[config.mk]
export PLATFORM = sky130hd
export DESIGN_NAME = mips_imem_loader
export DESIGN_NICKNAME = d
export VERILOG_FILES = /design/src/rtl/mips_pkg.sv /design/src/rtl/mips_instr_pack.sv /design/src/rtl/mips_imem_loader.sv
export SDC_FILE = /design/constraint.sdc
export NUM_CORES = 1
export LEC_CHECK = 0
export ABC_AREA = 1
export BUFFER_PORTS_ARGS = -buffer_cell sky130_fd_sc_hd__buf_2
export CAP_MARGIN = 5
export CORE_ASPECT_RATIO = 1.2
export CORE_UTILIZATION = 47
export DETAILED_ROUTE_END_ITERATION = 8
export PLACE_DENSITY = 0.78
export SETUP_SLACK_MARGIN = 0.5
export SYNTH_ARGS = -nofsm -noshare
export SYNTH_HDL_FRONTEND = slang
export SYNTH_SLANG_ARGS = --single-unit
[constraint.sdc]
create_clock -name clk -period 1.5 [get_ports clk]
set_input_delay 0.3 -clock clk [delete_from_list [all_inputs] [get_ports clk]]
set_output_delay 0.3 -clock clk [all_outputs]
set_load 0.05 [all_outputs]
[src/rtl/mips_pkg.sv]
// Shared MIPS encoding constants, descriptor op codes and loader state enum.
// The control unit decodes against these same opcode/funct values.
package mips_pkg;

   localparam logic [5:0] OPC_LW    = 6'b100011;
   localparam logic [5:0] OPC_SW    = 6'b101011;
   localparam logic [5:0] OPC_RTYPE = 6'b000000;
   localparam logic [5:0] OPC_ADDI  = 6'b001000;
   localparam logic [5:0] OPC_BEQ   = 6'b000100;
   localparam logic [5:0] OPC_J     = 6'b000010;

   localparam logic [5:0] FN_ADD = 6'b100000;
   localparam logic [5:0] FN_SUB = 6'b100010;
   localparam logic [5:0] FN_SLT = 6'b101010;
   localparam logic [5:0] FN_MUL = 6'b011100;

   typedef enum logic [3:0] {
      OP_LW   = 4'd0,
      OP_SW   = 4'd1,
      OP_ADD  = 4'd2,
      OP_SUB  = 4'd3,
      OP_SLT  = 4'd4,
      OP_MUL  = 4'd5,
      OP_ADDI = 4'd6,
      OP_BEQ  = 4'd7,
      OP_J    = 4'd8
   } op_e;

   typedef enum logic [1:0] {
      ST_IDLE = 2'd0,
      ST_LOAD = 2'd1,
      ST_DONE = 2'd2
   } state_e;

   function automatic logic [31:0] enc_itype(input logic [5:0] opc, input logic [4:0] rs,
                                             input logic [4:0] rt, input logic [15:0] imm);
      return {opc, rs, rt, imm};
   endfunction

   // shamt is never used by the supported R-type ops, so it is always zero
   function automatic logic [31:0] enc_rtype(input logic [4:0] rs, input logic [4:0] rt,
                                             input logic [4:0] rd, input logic [5:0] funct);
      return {OPC_RTYPE, rs, rt, rd, 5'b00000, funct};
   endfunction

endpackage

[src/rtl/mips_instr_pack.sv]
// Combinational packer: symbolic descriptor -> 32-bit MIPS word plus legal flag.
module mips_instr_pack
   import mips_pkg::*;
(
   input  logic [3:0]  op,
   input  logic [4:0]  rs,
   input  logic [4:0]  rt,
   input  logic [4:0]  rd,
   input  logic [15:0] imm,
   input  logic [25:0] target,
   output logic [31:0] word,
   output logic        legal
);

   always_comb begin
      word  = '0;
      legal = 1'b1;
      case (op_e'(op))
         OP_LW:   word = enc_itype(OPC_LW,   rs, rt, imm);
         OP_SW:   word = enc_itype(OPC_SW,   rs, rt, imm);
         OP_ADDI: word = enc_itype(OPC_ADDI, rs, rt, imm);
         OP_BEQ:  word = enc_itype(OPC_BEQ,  rs, rt, imm);
         OP_ADD:  word = enc_rtype(rs, rt, rd, FN_ADD);
         OP_SUB:  word = enc_rtype(rs, rt, rd, FN_SUB);
         OP_SLT:  word = enc_rtype(rs, rt, rd, FN_SLT);
         OP_MUL:  word = enc_rtype(rs, rt, rd, FN_MUL);
         OP_J:    word = {OPC_J, target};
         default: legal = 1'b0;
      endcase
   end

endmodule

[src/rtl/mips_imem_loader.sv]
// Streams instruction descriptors into consecutive instruction-memory words
// during a start-triggered load session; ends on in_last or a full memory.
module mips_imem_loader
   import mips_pkg::*;
#(
   parameter int ADDR_W = 6
) (
   input  logic              clk,
   input  logic              rst_n,
   input  logic              start,
   input  logic              in_valid,
   output logic              in_ready,
   input  logic [3:0]        in_op,
   input  logic [4:0]        in_rs,
   input  logic [4:0]        in_rt,
   input  logic [4:0]        in_rd,
   input  logic [15:0]       in_imm,
   input  logic [25:0]       in_target,
   input  logic              in_last,
   output logic              imem_we,
   output logic [ADDR_W-1:0] imem_addr,
   output logic [31:0]       imem_wdata,
   output logic [ADDR_W:0]   count,
   output logic              done,
   output logic              full,
   output logic              err
);

   state_e            state, state_nxt;
   logic [ADDR_W-1:0] ptr;
   logic [31:0]       word;
   logic              legal;
   logic              accept;
   logic              at_limit;
   logic              finish;
   logic              enter_load;

   mips_instr_pack u_pack (
      .op     (in_op),
      .rs     (in_rs),
      .rt     (in_rt),
      .rd     (in_rd),
      .imm    (in_imm),
      .target (in_target),
      .word   (word),
      .legal  (legal)
   );

   always_ff @(posedge clk) begin
      if (!rst_n) state <= ST_IDLE;
      else        state <= state_nxt;
   end

   always_comb begin
      state_nxt = state;
      case (state)
         ST_IDLE: if (start)  state_nxt = ST_LOAD;
         ST_LOAD: if (finish) state_nxt = ST_DONE;
         ST_DONE: if (start)  state_nxt = ST_LOAD;
         default:             state_nxt = ST_IDLE;
      endcase
   end

   // The write landing in the last free word ends the session even without in_last
   always_comb begin
      in_ready   = (state == ST_LOAD);
      accept     = in_valid && in_ready;
      at_limit   = legal && (ptr == '1);
      finish     = accept && (in_last || at_limit);
      enter_load = start && (state != ST_LOAD);
   end

   always_ff @(posedge clk) begin
      if (!rst_n) begin
         ptr        <= '0;
         imem_we    <= 1'b0;
         imem_addr  <= '0;
         imem_wdata <= '0;
         count      <= '0;
         done       <= 1'b0;
         full       <= 1'b0;
         err        <= 1'b0;
      end else begin
         imem_we <= 1'b0;
         if (enter_load) begin
            ptr   <= '0;
            count <= '0;
            done  <= 1'b0;
            full  <= 1'b0;
            err   <= 1'b0;
         end else begin
            // count trails the write strobe by one edge
            count <= count + (ADDR_W+1)'(imem_we);
            if (accept) begin
               if (legal) begin
                  imem_we    <= 1'b1;
                  imem_addr  <= ptr;
                  imem_wdata <= word;
                  ptr        <= ptr + ADDR_W'(1);
               end else begin
                  err <= 1'b1;
               end
               if (finish) begin
                  done <= 1'b1;
                  full <= at_limit;
               end
            end
         end
      end
   end

endmodule

==> run summary, run 1 <==
SYNTH
---------------------------------------------------------------------------------
Synth Net Count ....................................................          462
Warnings, synthesis ................................................            0
Synthesized area ...................................................   2638 sq um
Sequential fraction of the synthesis area ..........................       0.4175
#FFs+latches synth .................................................           55
Synth unique cells .................................................           29
Average cell area after synthesis ..................................  6.711 sq um
Number of standard cells after synthesis ...........................          393

CLOCK NETWORK
---------------------------------------------------------------------------------
Number of H-tree levels ............................................            2
Post-cts hold buffer count .........................................            0
Later-pin clock latency in the skew report .........................      0.35 ns
Number of clock buffers inserted by TritonCTS ......................            5
Maximum root-to-sink buffer count ..................................            2
Clock transition at the registers of the reported paths ............      0.10 ns
Clock tree from TritonCTS ..........................................        built
Clock root buffer .................................................. sky130_fd_sc_hd__clkbuf_8
Sinks on the clock net .............................................           55

PWR
---------------------------------------------------------------------------------
Fraction of power consumed by the clock network ....................        0.295
Maximum VDD drop ...................................................    0.9136 mV
Leak pwr ...........................................................  0.002369 uW
Comb power frac ....................................................        0.269
Total internal power ...............................................      2398 uW
Total power of the final layout ....................................      3571 uW
Sequential power share .............................................        0.435
Power density over the cells ....................................... 710.4 nW/um^2
Switching fraction of total power ..................................       0.3287
Switching power ....................................................      1174 uW

ROUTING
---------------------------------------------------------------------------------
Detailed Route Iter0 Violations ....................................          417
Residual DRC count .................................................            0
Number of optimization iterations in the first detailed-route pass .            5
DR WL/cell .........................................................     21.68 um
Post-route antenna net violation count .............................            0
DR vias ............................................................         3720
Drt total wl .......................................................     13500 um
Vias per inst ......................................................        5.971

CRITICAL PATH
---------------------------------------------------------------------------------
R2r worst-path depth ...............................................            8
RR Endpoint ........................................................ imem_wdata[7]
Critical path class ................................................   reg -> reg
Endpoint type of the worst setup path ..............................         flop
CP required ........................................................      1.73 ns
R2r setup slk ......................................................      0.05 ns
Crit path launch type ..............................................         flop
Timing endpoint of the critical path ............................... imem_wdata[7]
Crit Path Max Fanout ...............................................            8
Signal arrival time at the worst endpoint ..........................      1.68 ns
RR Startpoint ......................................................     state[0]
CP startpoint ......................................................     state[0]

DIE
---------------------------------------------------------------------------------
Boundary Pins ......................................................          116
DIE WIDTH ..........................................................     70.39 um
CORE AREA ..........................................................   5334 sq um
Initial standard-cell utilization of the core ......................       0.4945
Die Ht .............................................................     84.06 um
Full die area ......................................................   5917 sq um
Rows ...............................................................           29

STA
---------------------------------------------------------------------------------
Final critical delay including setup and external delays ...........     1.453 ns
Final count of pins violating max slew .............................            0
Final critical-path share of the clock period ......................       0.9688
Count of endpoints failing setup in the final report ...............            0
Number of hold-slack violations in the final timing report .........            0
Setup TNS Final ....................................................         0 ns
Max Freq ...........................................................    688.1 MHz
Worst Clk Skew .....................................................   0.01311 ns
RSZ-0062 raised after global routing ...............................         true

FINISH
---------------------------------------------------------------------------------
Fraction of layout instances using a drive strength above 1 ........       0.6043
Antenna diodes .....................................................            0
Syn-to-layout area delta ...........................................       90.61%
Final Net Count ....................................................          629

GRT
---------------------------------------------------------------------------------
Via count of the first global-routing pass .........................         3364
Initial antenna violation count ....................................            0
First-pass GRT wire length .........................................     15660 um
Overall routing resource usage .....................................       0.3412
Pin count of the biggest net entering global routing ...............           35
GRT overflow .......................................................            0

PLACED DESIGN
---------------------------------------------------------------------------------
Half-perimeter wire length after detailed placement ................      4867 um
Routability Congestion .............................................       0.8951
Count of input and output buffers ..................................          114

MIN PATH
---------------------------------------------------------------------------------
Hold WC Path Type ..................................................    in -> reg
Worst hold path depth ..............................................            5

JOB
---------------------------------------------------------------------------------
Max capacitance violation total ....................................            0

STATUS
---------------------------------------------------------------------------------
Status ............................................................. finished, final reports clean

==> cells in the final DEF (no fill, tap or decap), types with 3 or more instances in the layout <==
master / netlist / final
sky130_fd_sc_hd__nand2_2: 1 / 15
sky130_fd_sc_hd__a21oi_2: 1 / 12
sky130_fd_sc_hd__nor2_2: 1 / 19
sky130_fd_sc_hd__buf_4: 5 / 36
sky130_fd_sc_hd__dfxtp_4: 0 / 14
sky130_fd_sc_hd__o21ai_2: 0 / 9
sky130_fd_sc_hd__nor2_1: 82 / 54
sky130_fd_sc_hd__nand3_4: 0 / 3
sky130_fd_sc_hd__buf_8: 0 / 44
sky130_fd_sc_hd__o21ai_4: 0 / 3
sky130_fd_sc_hd__nor2_4: 3 / 13
sky130_fd_sc_hd__nand2_4: 2 / 9
sky130_fd_sc_hd__nand4_1: 5 / 5
sky130_fd_sc_hd__buf_12: 0 / 8
sky130_fd_sc_hd__inv_1: 27 / 23
sky130_fd_sc_hd__buf_2: 3 / 65
sky130_fd_sc_hd__o21ai_1: 20 / 20
sky130_fd_sc_hd__clkbuf_8: 0 / 5
sky130_fd_sc_hd__o21ai_0: 18 / 6
sky130_fd_sc_hd__inv_2: 1 / 3
sky130_fd_sc_hd__dfxtp_2: 0 / 39
sky130_fd_sc_hd__ha_4: 0 / 3
sky130_fd_sc_hd__nand3_1: 9 / 4
sky130_fd_sc_hd__nand2_1: 123 / 102
sky130_fd_sc_hd__buf_16: 0 / 4
sky130_fd_sc_hd__buf_6: 5 / 16
==> critical path, cell delays in order (launching register included) <==
cell and delay [ns]:
sky130_fd_sc_hd__dfxtp_2 0.38, sky130_fd_sc_hd__nand2_4 0.08, sky130_fd_sc_hd__nor2_4 0.22, sky130_fd_sc_hd__nand2_8 0.17
sky130_fd_sc_hd__buf_12 0.18, sky130_fd_sc_hd__clkinv_8 0.06, sky130_fd_sc_hd__nand2_2 0.05, sky130_fd_sc_hd__nor2_2 0.13
sky130_fd_sc_hd__nor2_1 0.06
==> layer usage <==
metal / vias to the layer above / wire, um / global-route usage
li1: 1559 / - / -
met1: 1684 / 4306 / 0.3460
met2: 361 / 6709 / 0.6268
met5: - / 0 / 0
met4: 0 / 1273 / 0.1964
met3: 116 / 1214 / 0.07609
==> per-stage QoR <==
| stage | utilization | setup WS, ns | area (sq um) | std cells | hold slack (ns) |
|---|---|---|---|---|---|
| after CTS | 0.8590 | 0.1689 | 4582 | 605 | 0.2742 |
| after global routing | 0.9425 | 0.0007269 | 5027 | 623 | 0.2762 |
| final | 0.9425 | 0.04674 | 5027 | 623 | 0.2693 |
| after global placement | 0.6376 | 0.09867 | 3401 | 564 | 0.4345 |
| after detailed placement | 0.6376 | 0.06188 | 3401 | 564 | 0.4491 |
| after floorplan | - | 0.1937 | 2776 | 393 | 0.4385 |
==> what timing repair did <==
item / CTS / global route
resized for setup: 231 / 89
buffers inserted: 25 / 18
pin swaps: 37 / 45
cloned: 8 / 0
endpoints found under the setup margin: 103 / 104
==> flip-flops by register name, indices dropped and copies added (netlist names) <==
| name | count |
|---|---|
| imem_wdata | 30 |
| imem_we | 1 |
| full | 1 |
| state | 2 |
| count | 7 |
| done | 1 |
| ptr | 6 |
| imem_addr | 6 |
| err | 1 |
==> power by group through the flow <==
stage	Sequential [uW]	Clock [uW]	Combinational, uW
after floorplan	1720	0	253
after global placement	1570	0	585
after detailed placement	1570	0	592
after CTS	1550	1010	805
after global routing	1560	1100	1000
final	1550	1050	962
==> Yosys cell counts (all sizes together) <==
cell type	count	area share
nor2	86	0.13
nor3	3	0.0057
buf	13	0.041
or2	1	0.0024
or3	1	0.0024
a21oi	13	0.026
xnor2	1	0.0033
clkbuf	4	0.0057
nand4	5	0.012
ha	3	0.014
dfxtp	55	0.42
conb	1	0.0014
inv	29	0.042
xor2	2	0.0066
nand2	127	0.19
o21ai	38	0.072
nand3	9	0.017
a31oi	2	0.0047
==> logic make-up after synthesis <==
family          share of synthesized area
fa+ha+maj                         0.01423
buf+inv                           0.08918
flops                              0.4175
simple gates                       0.3648
compound gates                     0.1029
other cells                      0.001422
xor+xnor                         0.009964
==> how the worst min path moves through the flow <==
stage | startpoint | end | slack (ns)
2_1_floorplan | rst_n | imem_wdata[11] | 0.44
3_3_place_gp | done | done | 0.43
3_5_place_dp | done | done | 0.45
4_1_cts | in_target[17] | imem_wdata[17] | 0.27
5_1_grt | start | state[0] | 0.28
6_report | in_rt[0] | imem_wdata[16] | 0.27
==> area by class of cell <==
cell class / instances / area (sq um)
clock buffers: 5 / 68.82
clock inverters: 3 / 43.79
fillers: 159 / 306.5
inverters: 29 / 133.9
multi-input cells: 292 / 1738
flip-flops and latches: 55 / 1202
well taps: 62 / 77.57
repair buffers: 173 / 1707
repair inverters: 4 / 56.30
Note: power is estimated with default switching activity, not from simulation.
==> run 2: changes to the inputs <==
PLACE_DENSITY = 0.79   (was 0.78)
==> run 2 against run 1 <==
Against the previous run: cell area fell by 4.1%; clock skew fell by 0.0027 ns; non-clock buffer count fell by 2; flip-flop and latch count did not move; cell count rose by 0.16%; utilization fell by 3.8 points; via count fell by 7.8%; worst setup slack improved by 0.047 ns; worst hold slack got worse by 0.0099 ns; critical path type unchanged; power fell by 6.5%; global-route usage fell by 5.9 points; largest cell class unchanged; sequential share of layout area rose by 0.75 points.
==> run summary, run 2 (synthesis gave the netlist of run 1 again) <==
DIE
-------------------------------------------------------------------------------------
Initial standard-cell utilization of the core ..........................       0.4945   unchanged
DIE WIDTH ..............................................................     70.39 um   unchanged
Boundary Pins ..........................................................          116   unchanged
Die Ht .................................................................     84.06 um   unchanged
CORE AREA ..............................................................   5334 sq um   unchanged
Full die area ..........................................................   5917 sq um   unchanged
Rows ...................................................................           29   unchanged

ROUTING
-------------------------------------------------------------------------------------
DR vias ................................................................         3430   -7.8%
DR WL/cell .............................................................     17.61 um   -19%
Vias per inst ..........................................................        5.497   -7.9%
Post-route antenna net violation count .................................            0   unchanged
Detailed Route Iter0 Violations ........................................          328   -21%
Residual DRC count .....................................................            0   unchanged
Drt total wl ...........................................................     10990 um   -19%
Number of optimization iterations in the first detailed-route pass .....            7   +2

GRT
-------------------------------------------------------------------------------------
Initial antenna violation count ........................................            0   unchanged
GRT Max-Usage Layer ....................................................         met2
GR met1 Demand/Resource ................................................       0.3147   -0.03126
Overall routing resource usage .........................................       0.2819   -0.05935
GRT overflow ...........................................................            0   unchanged
Met2 routing resource usage after global routing .......................       0.5100   -0.1169
Via count of the first global-routing pass .............................         3000   -11%
Pin count of the biggest net entering global routing ...................           35   unchanged
Routing usage on met3 ..................................................      0.06401   -0.01208
First-pass GRT wire length .............................................     13330 um   -15%

FINISH
-------------------------------------------------------------------------------------
Most frequent standard cell in the layout excluding fill and tap cells . sky130_fd_sc_hd__nand2_1
Syn-to-layout area delta ...............................................       82.87%
Area of all placed cells without fillers ...............................   4823 sq um   -4.1%
Antenna diodes .........................................................            0   unchanged
Highest-count cells in the layout ignoring fill and taps ............... sky130_fd_sc_hd__nand2_1 (106), sky130_fd_sc_hd__nor2_1 (71), sky130_fd_sc_hd__buf_2 (65)
Biggest regs ........................................................... imem_wdata x30, count x7
Sequential cell area ...................................................   1190 sq um   -1.0%
Number of fill cells in the layout .....................................          228   +43%
Final Net Count ........................................................          630   +0.16%
Flip-flop count of the largest register after layout ...................           30   unchanged
Multi-input gate area ..................................................   1634 sq um   -6.0%
Most flop-heavy register ...............................................   imem_wdata
Fraction of layout instances using a drive strength above 1 ............       0.5569   -0.04734
Core occupancy in the finished layout ..................................       0.9043   -0.03824

STA
-------------------------------------------------------------------------------------
Final critical delay including setup and external delays ...............     1.407 ns   -0.04671 ns
Max Freq ...............................................................    711.0 MHz   +3.3%
Worst Clk Skew .........................................................   0.01041 ns   -0.002695 ns
Setup TNS Final ........................................................         0 ns   unchanged
Number of hold-slack violations in the final timing report .............            0   unchanged
Final count of pins violating max slew .................................            0   unchanged
RSZ-0062 raised after global routing ...................................         true
Final critical-path share of the clock period ..........................       0.9377   -0.03114
Count of endpoints failing setup in the final report ...................            0   unchanged

CRITICAL PATH
-------------------------------------------------------------------------------------
Critical path class ....................................................   reg -> reg
Endpoint type of the worst setup path ..................................         flop
CP required ............................................................      1.77 ns   +0.04 ns
Crit Path Max Fanout ...................................................            4   -4
Crit path launch type ..................................................         flop
Signal arrival time at the worst endpoint ..............................      1.67 ns   about the same

PWR
-------------------------------------------------------------------------------------
Leak pwr ...............................................................  0.002348 uW   -0.88%
Maximum VDD drop .......................................................    0.5274 mV   -42%
Power density over the cells ........................................... 692.4 nW/um^2   -2.5%

PLACED DESIGN
-------------------------------------------------------------------------------------
Post-DP Area ...........................................................   3388 sq um   -0.37%
Routability Congestion .................................................       0.8364   -6.6%
Half-perimeter wire length after detailed placement ....................      4859 um   -0.15%
Count of input and output buffers ......................................          114   unchanged

CLOCK NETWORK
-------------------------------------------------------------------------------------
Clock root buffer ...................................................... sky130_fd_sc_hd__clkbuf_8
Clock transition at the registers of the reported paths ................      0.11 ns   about the same
Clock tree from TritonCTS ..............................................        built
Maximum root-to-sink buffer count ......................................            2   unchanged
Later-pin clock latency in the skew report .............................      0.33 ns   -0.02 ns
Sinks on the clock net .................................................           55   unchanged
Number of clock buffers inserted by TritonCTS ..........................            5   unchanged
Number of H-tree levels ................................................            2   unchanged

MIN PATH
-------------------------------------------------------------------------------------
Hold WC Path Type ......................................................    in -> reg

STATUS
-------------------------------------------------------------------------------------
Status ................................................................. finished, final reports clean

JOB
-------------------------------------------------------------------------------------
Max capacitance violation total ........................................            0   unchanged

[run 2: cell types whose count changed in the layout (fill, tap and decap cells not counted), moves of 5 or more]
cell | before | now
sky130_fd_sc_hd__buf_4 | 36 | 42
sky130_fd_sc_hd__nor2_4 | 13 | 6
sky130_fd_sc_hd__nand2_4 | 9 | 14
sky130_fd_sc_hd__nor2_2 | 19 | 9
sky130_fd_sc_hd__nor2_1 | 54 | 71
sky130_fd_sc_hd__nand2_2 | 15 | 6
[run 2: where the power goes]
| group | switching [uW] | internal [uW] | leakage, uW |
|---|---|---|---|
| registers | 52.8 | 1500 | 0.000473 |
| logic | 513 | 365 | 0.00182 |
| clock network | 556 | 349 | 0.0000510 |
| total | 1120 | 2220 | 0.00235 |
[run 2: routing by layer]
| layer | up-vias | share of wire | wire, um |
|---|---|---|---|
| met5 | - | 0 | 0 |
| met4 | 0 | 0.049 | 535 |
| met3 | 59 | 0.081 | 893 |
| met2 | 231 | 0.52 | 5766 |
| met1 | 1576 | 0.35 | 3795 |
| li1 | 1564 | - | - |
[run 2: cell type report]
cell class | count | share of cell area
timing repair inverter | 7 | 0.01842
tap | 62 | 0.01608
multi-input combinational | 292 | 0.3388
inverter | 29 | 0.02827
clock inverter | 3 | 0.005447
sequential | 55 | 0.2467
clock buffer | 5 | 0.01427
timing repair buffer | 171 | 0.3320
[run 2: final timing paths]
check                              startpoint        endpoint  slack (ns)  cells after the start
worst max-delay path                   ptr[1]        state[1]        0.09                      7
worst min-delay path            in_target[18]  imem_wdata[18]        0.26                      5
worst max register to register         ptr[1]        state[1]        0.09                      7
worst min register to register           done            done        0.50                      2
[run 2: timing repair]
item	in CTS	in global routing
cloned	5	4
setup buffers	21	22
resized for setup	190	96
setup endpoints to repair	104	104
hold buffers	0	0
pin swaps	16	40
[run 2: through the flow]
| step | worst slack, ns | power, uW | hold slack, ns | std cells |
|---|---|---|---|---|
| finish | 0.09345 | 3340 | 0.2595 | 624 |
| global route | 0.04437 | 3437 | 0.2912 | 624 |
| CTS | 0.1803 | 3171 | 0.2647 | 598 |
| detailed placement | 0.002194 | 2158 | 0.4427 | 564 |
| global placement | 0.06601 | 2148 | 0.4375 | 564 |
| floorplan | 0.1937 | 1972 | 0.4385 | 393 |
[run 2: worst max-delay path: stages (launching register included)]
cell,delay (ns)
sky130_fd_sc_hd__dfxtp_2,0.40
sky130_fd_sc_hd__ha_4,0.18
sky130_fd_sc_hd__nand3_2,0.14
sky130_fd_sc_hd__nor2_2,0.26
sky130_fd_sc_hd__nand3_4,0.14
sky130_fd_sc_hd__nand2_2,0.10
sky130_fd_sc_hd__o21ai_1,0.06
sky130_fd_sc_hd__inv_1,0.08
